File: config.mk
export PLATFORM = sky130hd
export DESIGN_NAME = xor_arbiter_puf
export DESIGN_NICKNAME = d
export VERILOG_FILES = /design/src/rtl/xor_arbiter_puf.sv
export SDC_FILE = /design/constraint.sdc
export NUM_CORES = 1
export LEC_CHECK = 0
export CAP_MARGIN = 5
export CORE_ASPECT_RATIO = 1.4
export CORE_MARGIN = 5
export CORE_UTILIZATION = 52
export CTS_CLUSTER_DIAMETER = 80
export DETAILED_ROUTE_END_ITERATION = 12
export PLACE_DENSITY = 0.8
export SYNTH_ARGS = -nofsm -noshare
export SYNTH_HDL_FRONTEND = slang
export SYNTH_SLANG_ARGS = --single-unit
File: constraint.sdc
create_clock -name clk -period 8 [get_ports clk]
set_clock_uncertainty 0.2 [all_clocks]
set_input_delay 2 -clock clk [delete_from_list [all_inputs] [get_ports clk]]
set_output_delay 2 -clock clk [all_outputs]
set_load 0.05 [all_outputs]
File: src/rtl/xor_arbiter_puf.sv
// XOR arbiter PUF: N_CHAINS arbiter chains raced N_VOTES times per challenge, majority-voted, XOR-combined.
// Optional build macro PUF_TEST_INJECT_EN adds test_mode/test_bits to replace the latch samples.

module xor_arbiter_puf #(
    parameter int N_STAGES      = 128,
    parameter int N_CHAINS      = 4,
    parameter int N_VOTES       = 7,
    parameter int SETTLE_CYCLES = 4
) (
    input  logic                clk,
    input  logic                rst,
    input  logic                start,
    input  logic [N_STAGES-1:0] challenge,
`ifdef PUF_TEST_INJECT_EN
    input  logic                test_mode,
    input  logic [N_CHAINS-1:0] test_bits,
`endif
    output logic                busy,
    output logic                done,
    output logic                response,
    output logic [N_CHAINS-1:0] chain_resp,
    output logic [N_CHAINS-1:0] unstable
);

    localparam int CW = $clog2(N_VOTES + 1);
    localparam int SW = $clog2(SETTLE_CYCLES + 1);
    localparam logic [CW-1:0] HALF_VOTES = CW'(N_VOTES / 2);
    localparam logic [CW-1:0] ALL_VOTES  = CW'(N_VOTES);
    localparam logic [SW-1:0] LAST_CNT   = SW'(SETTLE_CYCLES - 1);

    if (N_VOTES < 1 || (N_VOTES % 2) == 0) begin : g_chk_votes
        $error("xor_arbiter_puf: N_VOTES must be odd and >= 1");
    end
    if (N_CHAINS < 1 || SETTLE_CYCLES < 1 || N_STAGES < 1) begin : g_chk_sizes
        $error("xor_arbiter_puf: N_CHAINS, SETTLE_CYCLES and N_STAGES must be >= 1");
    end

    typedef enum logic [2:0] {
        IDLE   = 3'd0,
        LAUNCH = 3'd1,
        SETTLE = 3'd2,
        SAMPLE = 3'd3,
        RELAX  = 3'd4,
        DONE   = 3'd5
    } state_t;

    state_t                state_r;
    state_t                state_s;
    logic                  accept_s;
    logic                  busy_s;
    logic [SW-1:0]         cnt_r;
    logic [CW-1:0]         round_r;
    logic [CW-1:0]         ones_r [N_CHAINS];
    logic [N_STAGES-1:0]   chal_r;
    logic                  launch_r;
    logic [N_CHAINS-1:0]   arb_q_s;
    logic [N_CHAINS-1:0]   sync1_r;
    logic [N_CHAINS-1:0]   sync2_r;
    logic [N_CHAINS-1:0]   sample_s;
    logic [N_CHAINS-1:0]   vote_s;
    logic [N_CHAINS-1:0]   unst_s;
    logic                  busy_r;
    logic                  done_r;
    logic                  response_r;
    logic [N_CHAINS-1:0]   chain_resp_r;
    logic [N_CHAINS-1:0]   unstable_r;

    function automatic logic [N_STAGES-1:0] rotl(input logic [N_STAGES-1:0] x, input int amt);
        logic [N_STAGES-1:0] r;
        r = {N_STAGES{1'b0}};
        for (int i = 0; i < N_STAGES; i++) begin
            r[(i + amt) % N_STAGES] = x[i];
        end
        return r;
    endfunction

    // Each set select bit swaps the two paths; returns 1 when the in0-launched path exits on top.
    function automatic logic in0_on_top(input logic [N_STAGES-1:0] sel);
        logic top;
        top = 1'b1;
        for (int i = 0; i < N_STAGES; i++) begin
            top = top ^ sel[i];
        end
        return top;
    endfunction

    // Both chain inputs share launch_r; the in0 path carries the lead, so the latch sets
    // exactly when that path reaches the top arbiter input.
    for (genvar c = 0; c < N_CHAINS; c++) begin : g_chain
        logic [N_STAGES-1:0] sel_s;
        assign sel_s      = rotl(chal_r, c % N_STAGES);
        assign arb_q_s[c] = launch_r & in0_on_top(sel_s);
    end

    always_ff @(posedge clk or posedge rst) begin
        if (rst) begin
            sync1_r <= {N_CHAINS{1'b0}};
            sync2_r <= {N_CHAINS{1'b0}};
        end else begin
            sync1_r <= arb_q_s;
            sync2_r <= sync1_r;
        end
    end

    always_comb begin
        sample_s = sync2_r;
`ifdef PUF_TEST_INJECT_EN
        if (test_mode) begin
            sample_s = test_bits;
        end else begin
            sample_s = sync2_r;
        end
`endif
    end

    always_ff @(posedge clk or posedge rst) begin
        if (rst) begin
            state_r <= IDLE;
        end else begin
            state_r <= state_s;
        end
    end

    // Start is also refused while the done pulse is showing, so the DONE cycle never re-arms.
    always_comb begin
        state_s  = state_r;
        accept_s = 1'b0;
        case (state_r)
            IDLE: begin
                if (start && !done_r) begin
                    state_s  = LAUNCH;
                    accept_s = 1'b1;
                end else begin
                    state_s = IDLE;
                end
            end
            LAUNCH: state_s = SETTLE;
            SETTLE: begin
                if (cnt_r == LAST_CNT) begin
                    state_s = SAMPLE;
                end else begin
                    state_s = SETTLE;
                end
            end
            SAMPLE: state_s = RELAX;
            RELAX: begin
                if (cnt_r != LAST_CNT) begin
                    state_s = RELAX;
                end else if (round_r < ALL_VOTES) begin
                    state_s = LAUNCH;
                end else begin
                    state_s = DONE;
                end
            end
            DONE:    state_s = IDLE;
            default: state_s = IDLE;
        endcase
        busy_s = (state_s == LAUNCH) || (state_s == SETTLE) ||
                 (state_s == SAMPLE) || (state_s == RELAX);
    end

    always_comb begin
        vote_s = {N_CHAINS{1'b0}};
        unst_s = {N_CHAINS{1'b0}};
        for (int c = 0; c < N_CHAINS; c++) begin
            vote_s[c] = (ones_r[c] > HALF_VOTES);
            unst_s[c] = (ones_r[c] != {CW{1'b0}}) && (ones_r[c] != ALL_VOTES);
        end
    end

    always_ff @(posedge clk or posedge rst) begin
        if (rst) begin
            cnt_r        <= {SW{1'b0}};
            round_r      <= {CW{1'b0}};
            chal_r       <= {N_STAGES{1'b0}};
            launch_r     <= 1'b0;
            busy_r       <= 1'b0;
            done_r       <= 1'b0;
            response_r   <= 1'b0;
            chain_resp_r <= {N_CHAINS{1'b0}};
            unstable_r   <= {N_CHAINS{1'b0}};
            for (int c = 0; c < N_CHAINS; c++) begin
                ones_r[c] <= {CW{1'b0}};
            end
        end else begin
            if (state_s == state_r && (state_r == SETTLE || state_r == RELAX)) begin
                cnt_r <= cnt_r + SW'(1);
            end else begin
                cnt_r <= {SW{1'b0}};
            end
            // Launch rises leaving LAUNCH and stays high through SETTLE and SAMPLE.
            launch_r <= (state_r == LAUNCH) || (state_r == SETTLE);
            busy_r   <= busy_s;
            done_r   <= (state_r == DONE);
            if (accept_s) begin
                chal_r  <= challenge;
                round_r <= {CW{1'b0}};
                for (int c = 0; c < N_CHAINS; c++) begin
                    ones_r[c] <= {CW{1'b0}};
                end
            end else if (state_r == SAMPLE) begin
                round_r <= round_r + CW'(1);
                for (int c = 0; c < N_CHAINS; c++) begin
                    ones_r[c] <= ones_r[c] + CW'(sample_s[c]);
                end
            end
            if (state_r == DONE) begin
                chain_resp_r <= vote_s;
                unstable_r   <= unst_s;
                response_r   <= ^vote_s;
            end
        end
    end

    assign busy       = busy_r;
    assign done       = done_r;
    assign response   = response_r;
    assign chain_resp = chain_resp_r;
    assign unstable   = unstable_r;

endmodule
Yosys cells after proc, flatten, opt, wreduce, memory -nomap -nowiden

Index checks and enable logic that the tools add are counted.

Flip-flop bits (word level): 169
Input port bits: 131
Output and inout bits: 11
Logic and storage cells: 590

Add/subtract/negate cells: 6
Magnitude comparators: 5
Equal/unequal tests: 16
Mux-type cells: 12
Bitwise logic cells: 516
Reduce and logical (&&, ||, !) cells: 19

Operators with widths:

| operator            | count |
|---|---|
| $xor 1x1->1         | 508 |
| $mux 12             | 2 |
| $eq 3x2->1 const B  | 5 |
| $mux 3              | 5 |
| $pmux 3 s5          | 1 |
| $add 3x1->3         | 4 |
| $gt 3x2->1 const B  | 4 |
| $ne 3x3->1 const B  | 4 |
| $reduce_bool 3->1   | 4 |
| $eq 3x3->1 const B  | 3 |
| $add 3x1->3 const B | 2 |
| $eq 3x1->1 const B  | 2 |
| $logic_and 1x1->1   | 6 |
| $logic_or 1x1->1    | 5 |
| $and 1x1->1         | 4 |
| $mux 1              | 4 |
| $not 1->1           | 4 |
| $reduce_xor 4->1    | 1 |
| $eq 3x3->1          | 1 |
| $logic_not 3->1     | 1 |
| $lt 3x3->1 const B  | 1 |
| $ne 3x2->1 const B  | 1 |
| $reduce_bool 2->1   | 1 |
| $logic_not 1->1     | 1 |

Logic depth before layout (Yosys ltp)

Gate-level depths: netlist of run 1.

Depth in word-level cells: 129
Mapped depth: 7
Gate-level depth less buffers: 7

Worst setup path before layout of run 1

OpenSTA, ideal clock, no wires.

Kind: in2reg
Start point: input port start
End point: register ones_r[11] (netlist name)
Library setup time: 132 ps
Arrival: 3464 ps
Data required time: 7668 ps
Slack: 4204 ps
Stages on the path: 6
Buffers on the path: 3
Path through: nand2b_1 -> nor4_2 -> clkbuf_1 -> clkbuf_1 -> buf_1 -> nor2_1

Cells in the longest elaborated chain, start to end: 4
Elaborated cells between the ends (all ways): 5
Those cells by class: 3 x mux; 2 x reduce/logical

RTL lines:

| item                                         | RTL line | source |
|---|---|---|
| start, declared                              | 12       | `input logic start,` |
| $logic_and 1x1->1 *                          | 130      | `if (start && !done_r) begin` |
| $mux 1 *                                     | 130      |  |
| $mux 1 *                                     | 128      | `case (state_r)` |
| $mux 12 or $reduce_bool 2->1 (tied branches) | -        |  |
| end signal, assigned by index                | 183      | `ones_r[c] <= {CW{1'b0}};` |
| end signal, assigned by index                | 199      | `ones_r[c] <= {CW{1'b0}};` |
| end signal, assigned by index                | 204      | `ones_r[c] <= ones_r[c] + CW'(sample_s[c]);` |
| end, declared                                | 53       | `logic [CW-1:0] ones_r [N_CHAINS];` |

Mark *: on every way between the ends. The rest lies on a longest branch, timed or not.
A chain may end at the register's enable or synchronous reset.

Worst setup path after layout of run 1

Start point: input port start
End point: register chal_r[107]

Cells in the longest elaborated chain, start to end: 3

RTL lines:

| item                 | RTL line | source |
|---|---|---|
| $logic_and 1x1->1    | 130      |  |
| $mux 1               | 130      |  |
| $mux 1               | 128      |  |
| end signal, assigned | 175      | `chal_r <= {N_STAGES{1'b0}};` |
| end signal, assigned | 196      | `chal_r <= challenge;` |
| end, declared        | 54       | `logic [N_STAGES-1:0] chal_r;` |

No other way between the ends.

==> results.toml, run 1 <==
[timing]
maxSlewHeadroom_pct = 22.93
setup_viol = 0
finalHoldViolCount = 0
clock.fmax_ghz = 0.2274
timing.hold.ws_ps = 148.9
worst_slew_pin_slew_ps = 1147
timing.final.ws_setup_ps = 3603
finalSetupTns_ps = 0
rsz0062_at_grt = "false"
fin_crit_sh_pct = 54.97
layout_min_cycle_time_ps = 4397
drv_slew = 0

[global_route]
grt_max_degree = 129
grt_pass1_vias = 5048
antenna_found_initial = 0
grt_overflow = 0
grt_first_pass_wirelength_um = 24520
grtUsageTotal_pct = 17.87

[cts]
htreeDepth = 4
root_buffer = "clkbuf_16"
path_clk_slew_ps = 60
clock_sinks = 169
cts_tree = "yes"
cts_setup_buffers = 0
cts_buffers = 17
clk_latency_ps = 420
postCtsResizedCells = 0
cts.path.max_buffers = 2
cts_hold_buf = 0

[final_layout]
instances_no_fill = 900
syn2layout_area_growth_pct = 29.30
nets = 840
antenna_cells = 0
layout-drive-gt1-share_pct = 23.21

[setup_path]
critPathArrivalTime_ps = 4490
cp-startpoint = "start"
rr_startpoint = "state_r[0]"
crit_path_end_kind = "flop"
startpoint_type = "input port"
critical_path_class = "input port to flop"
required_ps = 8090
cp_max_fo = 128

[place]
placedCellCount = 868
hpwlAfterDp_um = 10600
place_congestion = 0.7686
preCtsSetupSlack_ps = 3182
port_buffers = 141

[routing]
vias_per_cell = 5.032
wirelength_um = 14790
vias = 4529
wl_per_cell_um = 16.43
drc = 0
firstDrtPassIters = 4
drt_iter0_drc = 100
ant_nets = 0

[die]
ios = 142
initial_core_util_pct = 52.68
coreArea_um2 = 14380
die_w_um = 112.0
num_rows = 52
die_area_um2 = 17110
die_h_um = 152.8

[outcome]
status = "finished clean"

[synth]
ys_seq_area_share_pct = 55.83
synth_nets = 699
netlist-cell-type-count = 26
avgSynthCellArea_um2 = 13.60
syn-instance-count = 557
synth_area_um2 = 7575
ys_warn_count = 0
synth-seq-cells = 169

[pwr]
leakagePower_nw = 4.085
powerDensity_nw_per_um2 = 618.3
peakVddDrop_v = 0.001042
power_mw = 6.056

[flow_run]
max-cap-violations = 0

[worst_hold_path]
hold_start = "sync1_r[1]"
hold_class = "flop to flop"
cell families (layout without fill, tap and decap cells):
family | after synthesis | count (layout) | synth area share [%]
compound gates | 16 | 16 | 1.305
xor+xnor | 134 | 134 | 16.42
fa+ha+maj | 11 | 11 | 1.817
buf+inv | 26 | 180 | 1.354
flops | 169 | 169 | 55.83
mux | 128 | 128 | 19.03
simple gates | 73 | 73 | 4.245
synth_stat cells:
cell | count | area [µm²]
o21ai_0 | 1 | 5.000
xor2_1 | 20 | 175.2
nor2_1 | 13 | 48.80
a2111o_1 | 1 | 11.26
and2_1 | 4 | 25.02
clkbuf_1 | 16 | 60.06
nand3_1 | 2 | 10.01
and3_1 | 5 | 31.28
o31ai_1 | 4 | 30.03
mux2_2 | 128 | 1441
xnor3_1 | 4 | 90.09
nand2b_1 | 1 | 6.260
a21o_1 | 1 | 7.510
nor4_2 | 1 | 12.51
or3_1 | 1 | 6.260
buf_2 | 4 | 20.02
inv_1 | 5 | 18.77
a21oi_1 | 9 | 45.04
dfrtp_1 | 169 | 4229
nor3_1 | 4 | 20.02
xnor2_1 | 109 | 954.7
ha_1 | 11 | 137.6
nand3b_1 | 1 | 7.510
buf_1 | 1 | 3.750
nand2_1 | 41 | 153.9
xnor3_2 | 1 | 23.77
registers in the layout, indices dropped and copies added, names as in the netlist, 3 cells and up:
name / count
chain_resp: 4
chal_r: 128
cnt_r: 3
ones_r: 12
round_r: 3
sample_s: 4
state_r: 3
sync1_r: 4
unstable: 4
power by group:
part	total, mW	switching [mW]	internal (mW)
sequential	1.56	0.275	1.28
clock	0.844	0.347	0.497
combinational	3.65	1.39	2.27
final timing paths:
kind                          endpoint  slack (ps)  depth (start not counted)
setup / recovery           chal_r[107]        3600                          5
setup reg to reg           chal_r[107]        5090                          3
max in group asynchronous   ones_r[11]        4280                          3
min in group asynchronous   chal_r[65]        1990                          2
hold / removal             sample_s[1]         150                          0
hold reg to reg            sample_s[1]         150                          0
metrics by stage:
stage | area (µm²) | util [%]
final | 9794 | 68.12
after global routing | 9794 | 68.12
after CTS | 9794 | 68.12
after detailed placement | 9180 | 63.84
after global placement | 9180 | 63.84
after floorplan | 7575 | -
final cells by class:
| type | count | area [µm²] |
|---|---|---|
| fillers | 1027 | 4584 |
| flip-flops and latches | 169 | 4229 |
| multi-input cells | 362 | 3252 |
| repair buffers | 143 | 1439 |
| clock buffers | 17 | 425.4 |
| well taps | 189 | 236.5 |
| clock inverters | 15 | 188.9 |
| inverters | 5 | 23.77 |
metal layers:
metal	global-route usage (%)	wire, µm
met1	20.64	5754
met4	6.071	323
met3	4.887	677
met5	0	0
met2	31.88	8034
critical path, cell delays in order:
cell	delay (ps)
clkdlybuf4s50_1	450
nand2b_1	90
nor4_4	870
buf_12	600
mux2_2	420
cell usage in the layout (no fill, tap or decap), drive strengths merged:
cell type      synthesis  routed
buf                    5       2
mux2                 128     128
and2                   4       4
clkdlybuf4s50          0     141
dfrtp                169     169
o31ai                  4       4
clkbuf                16      17
nand2                 41      41
xnor2                109     109
nor4                   1       1
ha                    11      11
nand3                  2       2
nand3b                 1       1
a21o                   1       1
bufinv                 0       3
a2111o                 1       1
nand2b                 1       1
xor2                  20      20
nor3                   4       4
o21ai                  1       1
xnor3                  5       5
nor2                  13      13
inv                    5       9
clkinv                 0       6
or3                    1       1
clkinvlp               0       2
a21oi                  9       9
and3                   5       5
Note: power is estimated with default switching activity, not from simulation.
==> run 2, diff against run 1 <==
--- a/config.mk
+++ b/config.mk
@@ -8,10 +8,10 @@
 export CAP_MARGIN = 5
 export CORE_ASPECT_RATIO = 1.4
 export CORE_MARGIN = 5
-export CORE_UTILIZATION = 52
+export CORE_UTILIZATION = 47
 export CTS_CLUSTER_DIAMETER = 80
 export DETAILED_ROUTE_END_ITERATION = 12
-export PLACE_DENSITY = 0.8
+export PLACE_DENSITY = 0.76
 export SYNTH_ARGS = -nofsm -noshare
 export SYNTH_HDL_FRONTEND = slang
 export SYNTH_SLANG_ARGS = --single-unit
==> constraint.sdc (replaced) <==
create_clock -name clk -period 3.6 [get_ports clk]
set_clock_uncertainty 0.2 [all_clocks]
set_input_delay 0.9 -clock clk [delete_from_list [all_inputs] [get_ports clk]]
set_output_delay 0.9 -clock clk [all_outputs]
set_load 0.05 [all_outputs]
==> run 2 against run 1 <==
Die area rose by 9.8%. Combinational power grew 99%. Total power up 110%. Sequential share of layout area fell by 0.43 points. Setup slack lost 2800 ps. Critical endpoint is now sync1_r[3]. Largest cell class unchanged.
==> results.toml, run 2 (same netlist as run 1, synthesis figures left out) <==
[setup_path]
critPathBufInv = 0
crit_top_cell = "xnor2_1"
critical-path-top-delay-family = "XOR/XNOR gates"
critPathArrivalTime_ps = 2860
crit_path_end_kind = "flop"
required_ps = 3710
cp_slowest_stage_delay_ps = 470
startpoint_type = "flop"
cp_cell_sequence = "xnor2_1, xnor2_1, xnor2_1, xnor3_1, xnor3_2, xnor3_1, and2_1"
cp_max_fo = 4
critical_path_class = "flop to flop"
crit_slowest_cell = "xnor3_1"

[place]
dpl-instance-area_um2 = 9291
port_buffers = 141
place_congestion = 0.7541
hpwlAfterDp_um = 10830
preCtsSetupSlack_ps = 660.9

[timing]
setup_viol = 0
finalSetupTns_ps = 0
timing.final.ws_setup_ps = 851.3
finalHoldViolCount = 0
drv_slew = 0
fin_crit_sh_pct = 76.35
maxSlewHeadroom_pct = 47.09
clock.fmax_ghz = 0.3638
rsz0062_at_grt = "false"
worst_slew_pin_slew_ps = 792.0
timing.hold.ws_ps = 150.5
layout_min_cycle_time_ps = 2749

[routing]
wirelength_um = 14500
ant_nets = 0
vias = 4470
wl_per_cell_um = 15.83
firstDrtPassIters = 4
vias_per_cell = 4.880
drc = 0
drt_iter0_drc = 227

[die]
initial_core_util_pct = 47.24
num_rows = 55
ios = 142
die_h_um = 160.2
coreArea_um2 = 16030
die_area_um2 = 18790
die_w_um = 117.3

[worst_hold_path]
hold_class = "flop to flop"

[cts]
cts_tree = "yes"
cts_hold_buf = 0
cts_setup_buffers = 0
clk_latency_ps = 420
cts_buffers = 17
postCtsResizedCells = 0
htreeDepth = 4
root_buffer = "clkbuf_16"
clock_sinks = 169
cts.path.max_buffers = 2
path_clk_slew_ps = 60

[final_layout]
final_common_cell = "dfrtp_1"
layout-drive-gt1-share_pct = 23.74
syn2layout_area_growth_pct = 30.59
reg.largest.list = "chal_r (128), ones_r (12)"
nets = 845
final_cell_mix = "dfrtp_1, clkdlybuf4s50_1, mux2_2"
largest_register = "chal_r"
largest_reg_flops = 128
finalInstanceArea_um2 = 9892

[flow_run]
max-cap-violations = 0

[global_route]
grt_pass1_vias = 5014
grt_max_degree = 89
grt_first_pass_wirelength_um = 24290
grtUsageTotal_pct = 16.57
grt_overflow = 0
antenna_found_initial = 1

[pwr]
powerDensity_nw_per_um2 = 1262
peakVddDrop_v = 0.001162
leakagePower_nw = 4.118

[outcome]
status = "finished clean"
-- run 2: cell types whose count changed in the layout (fill, tap and decap cells not counted), sizes merged --
cell / previous run / this run
bufinv: 3 / 2
buf: 2 / 7
diode: 0 / 1
inv: 9 / 5
clkinvlp: 2 / 4
clkinv: 6 / 7
clkbuf: 17 / 19
-- run 2: power breakdown --
| part | leakage (nW) | switching, mW | total (mW) | internal (mW) |
|---|---|---|---|---|
| Combinational | 1.78 | 2.78 | 7.27 | 4.49 |
| Clock | 0.286 | 0.751 | 1.81 | 1.06 |
| Sequential | 2.06 | 0.592 | 3.40 | 2.81 |
| Total | 4.12 | 4.12 | 12.5 | 8.36 |
-- run 2: per-layer routing --
layer	track usage, %	routed length (µm)	vias to the layer above
met5	0	0	-
met1	19.96	5706	2207
met4	6.155	292	0
met2	28.27	7844	95
met3	4.018	660	17
li1	-	-	2151
-- run 2: area by class of cell --
| cell class | instances | area [µm²] |
|---|---|---|
| multi-input combinational | 362 | 3252 |
| clock buffer | 19 | 452.9 |
| sequential | 169 | 4229 |
| tap | 199 | 249.0 |
| clock inverter | 13 | 145.1 |
| antenna | 1 | 2.502 |
| inverter | 5 | 22.52 |
| timing repair buffer | 148 | 1539 |
| fill | 1311 | 6142 |
-- run 2: through the flow --
step                cells  utilization (%)  total power, mW
global route          916            61.69            13.20
CTS                   915            61.68            12.68
detailed placement    883            57.95            10.81
finish                916            61.69            12.49
global placement      883            57.95            10.65
floorplan             557                -            9.790
-- run 2: worst reg2reg max path, delay by kind of cell (launching register included) --
kind | cells | cell delay, ps
and+or+nand+nor | 1 | 180
DFF | 1 | 390
xor gates and xnor gates | 6 | 1880
-- run 2: path summary, 6_finish.rpt --
check,startpoint,to,slack (ps),cells past startpoint
worst max-delay path,chal_r[63],sync1_r[3],850,7
worst min-delay path,sync1_r[1],sample_s[1],150,0
worst max register to register,chal_r[63],sync1_r[3],850,7
worst min register to register,sync1_r[1],sample_s[1],150,0
max in group asynchronous,rst,chal_r[77],1760,3
min in group asynchronous,rst,state_r[1],770,2
==> run 3, diff against run 2 <==
==> constraint.sdc (replaced) <==
create_clock -name clk -period 2.49 [get_ports clk]
set_clock_uncertainty 0.2 [all_clocks]
set_input_delay 0.6225 -clock clk [delete_from_list [all_inputs] [get_ports clk]]
set_output_delay 0.6225 -clock clk [all_outputs]
set_load 0.05 [all_outputs]
==> run 3 against run 2 <==
Flip-flop and latch count unchanged. Clock-buffer cell count up 3. Die area unchanged. Critical path type unchanged.
==> results.toml, run 3 (same netlist as run 1, synthesis figures left out) <==
[pwr]
clkPwrFrac_pct = 14.9
comb_power_share_pct = 57.3
power.switching_mw = 6.008
seqPwrFrac_pct = 27.8
intPower_mw = 11.75
peakVddDrop_v = 0.001388
p_sw_share_pct = 33.83
leakagePower_nw = 4.264
powerDensity_nw_per_um2 = 1757

[timing]
drv_slew = 0
clock.fmax_ghz = 0.4116
finalHoldViolCount = 0
setup_viol = 0
timing.final.ws_setup_ps = 60.42
rsz0062_at_grt = "true"
fin_crit_sh_pct = 97.57
worst_slew_pin_slew_ps = 581.0
maxSlewHeadroom_pct = 61.15
finalSetupTns_ps = 0
layout_min_cycle_time_ps = 2430
timing.hold.ws_ps = 159.1

[die]
ios = 142
num_rows = 55
initial_core_util_pct = 47.24
coreArea_um2 = 16030
die_h_um = 160.2
die_area_um2 = 18790
die_w_um = 117.3

[routing]
drc = 0
drt_iter0_drc = 156
firstDrtPassIters = 6
vias_per_cell = 4.923
wirelength_um = 15430
ant_nets = 0
wl_per_cell_um = 16.50
vias = 4603

[place]
hpwlAfterDp_um = 11600
place_congestion = 0.7404
port_buffers = 141
preCtsSetupSlack_ps = -118.6

[cts]
path_clk_slew_ps = 60
htreeDepth = 4
clk_latency_ps = 420
cts_buffers = 17
cts.path.max_buffers = 2
clock_sinks = 169
root_buffer = "clkbuf_16"
cts_tree = "yes"

[final_layout]
final_util_pct = 63.03
largest_register = "chal_r"
layout-drive-gt1-share_pct = 26.36
antenna_cells = 0
nets = 865
reg.largest.list = "chal_r (128), ones_r (12)"
final_common_cell = "dfrtp_1"
syn2layout_area_growth_pct = 33.42
final_cell_mix = "dfrtp_1, clkdlybuf4s50_1, mux2_2"
largest_reg_flops = 128

[setup_path]
required_ps = 2600
critPathArrivalTime_ps = 2540
cp-startpoint = "chal_r[14]"
startpoint_type = "flop"
cp_max_fo = 4
rr_startpoint = "chal_r[14]"
critical_path_class = "flop to flop"
crit_path_end_kind = "flop"

[global_route]
grt_pass1_vias = 5136
grt_first_pass_wirelength_um = 25340
grt_overflow = 0
grt_max_degree = 54
grtUsageTotal_pct = 17.48
antenna_found_initial = 1

[outcome]
status = "finished clean"

[worst_hold_path]
hold_start = "sync1_r[0]"
hold_class = "flop to flop"

[flow_run]
max-cap-violations = 0
-- run 3: through the flow --
step                cell area (µm²)  total power, mW  std cells
finish                        10110            17.76        935
global route                  10110            18.68        935
CTS                           10080            18.06        934
detailed placement             9459            15.35        902
global placement               9459            15.16        902
floorplan                      7587            13.31        557
-- run 3: what timing repair did --
action,CTS,global route
endpoints found under the setup margin,4,4
hold buffers,0,0
buffers inserted,0,1
resized for setup,3,2
pin swaps,13,7
-- run 3: routing by layer --
metal	global-route usage (%)	part of all wire, %	wire length (µm)
met5	0	0.084	13
met4	5.477	1.5	238
met3	4.928	5.2	803
met2	31.05	56	8600
met1	19.91	37	5769
-- run 3: area by class of cell --
| cell class | count | area, µm² |
|---|---|---|
| flip-flops and latches | 169 | 4229 |
| fillers | 1243 | 5928 |
| multi-input cells | 362 | 3289 |
| clock buffers | 22 | 484.2 |
| clock inverters | 10 | 117.6 |
| inverters | 5 | 22.52 |
| repair buffers | 168 | 1714 |
| well taps | 199 | 249.0 |
-- run 3: path summary, 6_finish.rpt --
check                                    to  slack [ps]  cells after the start
worst max register to register   sync1_r[3]          60                      7
worst max-delay path             sync1_r[3]          60                      7
min in group asynchronous        chal_r[10]         370                      2
worst min-delay path            sample_s[0]         160                      0
worst min register to register  sample_s[0]         160                      0
max in group asynchronous       chal_r[117]        1100                      3
-- run 3: power groups by stage --
stage	Clock, mW	Sequential (mW)	Combinational [mW]
finish	2.64	4.94	10.2
global route	2.82	5.10	10.8
CTS	2.71	4.95	10.4
detailed placement	0	4.98	10.4
global placement	0	4.88	10.3
floorplan	0	4.90	8.41
-- run 3: critical path, cell delays in order (launching register included) --
cell     delay, ps
dfrtp_1        390
xor2_1         170
xnor2_1        240
xnor2_1        130
xnor2_1        250
xnor3_1        400
xnor3_1        380
and2_1         160
==> RTL edit (flow settings as in run 3) <==
Add an input register stage for `start` and `challenge`, with the module's reset; this delays them by one clock.
--- a/src/rtl/xor_arbiter_puf.sv
+++ b/src/rtl/xor_arbiter_puf.sv
@@ -28,6 +28,19 @@
     localparam logic [CW-1:0] ALL_VOTES  = CW'(N_VOTES);
     localparam logic [SW-1:0] LAST_CNT   = SW'(SETTLE_CYCLES - 1);
 
+    logic start_q;
+    logic [N_STAGES-1:0] challenge_q;
+
+    always_ff @(posedge clk or posedge rst) begin
+        if (rst) begin
+            start_q     <= '0;
+            challenge_q <= '0;
+        end else begin
+            start_q     <= start;
+            challenge_q <= challenge;
+        end
+    end
+
     if (N_VOTES < 1 || (N_VOTES % 2) == 0) begin : g_chk_votes
         $error("xor_arbiter_puf: N_VOTES must be odd and >= 1");
     end
@@ -127,7 +140,7 @@
         accept_s = 1'b0;
         case (state_r)
             IDLE: begin
-                if (start && !done_r) begin
+                if (start_q && !done_r) begin
                     state_s  = LAUNCH;
                     accept_s = 1'b1;
                 end else begin
@@ -193,7 +206,7 @@
             busy_r   <= busy_s;
             done_r   <= (state_r == DONE);
             if (accept_s) begin
-                chal_r  <= challenge;
+                chal_r  <= challenge_q;
                 round_r <= {CW{1'b0}};
                 for (int c = 0; c < N_CHAINS; c++) begin
                     ones_r[c] <= {CW{1'b0}};
Behaviour: not the same (Yosys sat finds a counterexample within 4 cycles, from zero or initial values and one cycle with rst high).
==> RTL edit against run 3 <==
The flow now finishes with violations (setup timing); routed wire length up 18%; worst hold slack got worse by 0.0063 ns; design area up 36%; area after synthesis grew 43%; synthesized cell count up 23%; setup slack got worse by 0.070 ns; power increased by 22%; sequential cell count up 129; sequential power grew 44%; fmax shrank 2.8%.
==> RTL edit: results (changes against run 3) <==
power share of the combinational group 47.2% (-10 points); failing checks setup timing; largest net degree at the start of global routing 65 (+20%); distinct cell type count after synthesis 25 (-3.8%); worst-margin pin slew 0.5873 ns (+0.006328 ns); drt first pass iters 3 (-3); Max FO, Critical Path 4 (unchanged); CTS buffer count 28 (+11); critical path arrival 2.71 ns (+0.17 ns); layout cells sized above 1 22.53% (-3.8 points); Leak 0.005962 uW (+40%); sequential cell area fraction in the yosys report 68.92% (+13 points); Synth top cells by count dfrtp_1, mux2_2, xnor2_1; IR drop worst, VDD 1067 uV (-23%); first-pass GRT wire length 30420 um (+20%); status complete, but fails checks; Final WS setup -0.01003 ns (-0.07044 ns); Global Route Usage Sum 14.21% (-3.3 points); starting DRC count in detailed routing 127 (-19%); cts hold-fix bufs 0 (unchanged); worst hold path class register to register; Nets 993 (+15%); Crit-path slowest cell xnor3_1; Root Driver clkbuf_16; vias in the first global route 6152 (+20%); Clock transition at path regs 0.06 ns (about the same); fillers 1752 (+41%); htree depth 1 (-3); CP delay by family, top XOR/XNOR gates; net switching power 6690 uW (+11%); per-cell routed wire length 15.50 um (-6.1%); Post-Synth XOR/XNOR Area 11.64% (-4.8 points); Yosys warning count 0 (unchanged); latest clock arrival within the worst-skew pair 0.52 ns (+0.10 ns); Largest regs chal_r (128), challenge_q (128), ones_r (12); Final GP Congestion 0.7485 (+1.1%); HPWL Detailed 12850 um (+11%); Max clock buf depth 3 (+1); grt met1 use 17.06% (-2.8 points); mux share of post-synthesis cell area 13.32% (-5.7 points); Synth area leaders dfrtp_1, mux2_2, xnor2_1; setup violators final 2 (+2); Synth Area in Compound Gates 0.9135% (-0.39 points); Async SR Flop Fraction 100.0% (unchanged); Syn Nets 826 (+18%); Post-CTS Setup Bufs 1 (+1); total gr overflow 0 (unchanged); Adder-Cell Fraction of Synth Area 1.272% (-0.55 points); Global Route met3 Usage 2.288% (-2.6 points); placed inst area 12770 um2 (+35%); I/O Buffers 141 (unchanged); Clk pwr share 19.8% (+4.9 points); initial antenna violation count 1 (unchanged); GRT met2 Usage 26.05% (-5.0 points); Via density 4.658 (-5.4%); crit-path max cell delay 0.45 ns (+0.05 ns); post-cts resize count 11 (+8)
## RTL edit: cell types whose count changed in the layout (fill, tap and decap cells not counted), moves of 3 or more
cell	delta
buf_4	-11
clkbuf_1	+4
clkbuf_16	+12
clkdlybuf4s50_1	-11
clkinv_4	-3
dfrtp_1	+129
dlygate4sd2_1	+11
xnor3_1	+3
## RTL edit: layer usage
metal / vias to the layer above / share of wire, %
met5: - / 0
met4: 0 / 2.8
met3: 33 / 4.1
met2: 108 / 53
met1: 2732 / 40
li1: 2586 / -
## RTL edit: final cells by class
cell class / instances / area (um2) / area share (%)
clock buffers: 40 / 827.0 / 6.016
clock inverters: 9 / 126.4 / 0.9192
diodes: 1 / 2.502 / 0.01820
flip-flops and latches: 298 / 7457 / 54.24
multi-input cells: 360 / 3298 / 23.99
inverters: 5 / 22.52 / 0.1638
well taps: 301 / 376.6 / 2.739
repair buffers: 158 / 1638 / 11.91
## RTL edit: final timing paths
check                             endpoint  slack, ns       start  cells after the start
min reg2reg                    sample_s[2]       0.15  sync1_r[2]                      0
max reg2reg                     sync1_r[2]      -0.01  chal_r[56]                      8
min in group asynchronous  challenge_q[33]       0.30         rst                      3
min                            sample_s[2]       0.15  sync1_r[2]                      0
max                             sync1_r[2]      -0.01  chal_r[56]                      8
max in group asynchronous       ones_r[11]       1.17         rst                      4
## RTL edit: stage by stage
step            TNS, ns  hold slack [ns]  worst slack (ns)  std cells  total power (uW)
6_report       -0.01721           0.1529          -0.01003       1172             21610
5_1_grt         -0.4225           0.1627           -0.1117       1172             22720
4_1_cts         -0.4030           0.1558           -0.1057       1171             21740
3_5_place_dp    -0.5971           0.1404           -0.1521       1121             17390
3_3_place_gp    -0.3353           0.1473          -0.08463       1121             17260
2_1_floorplan   -682.89           0.1312            -2.292        684             15610
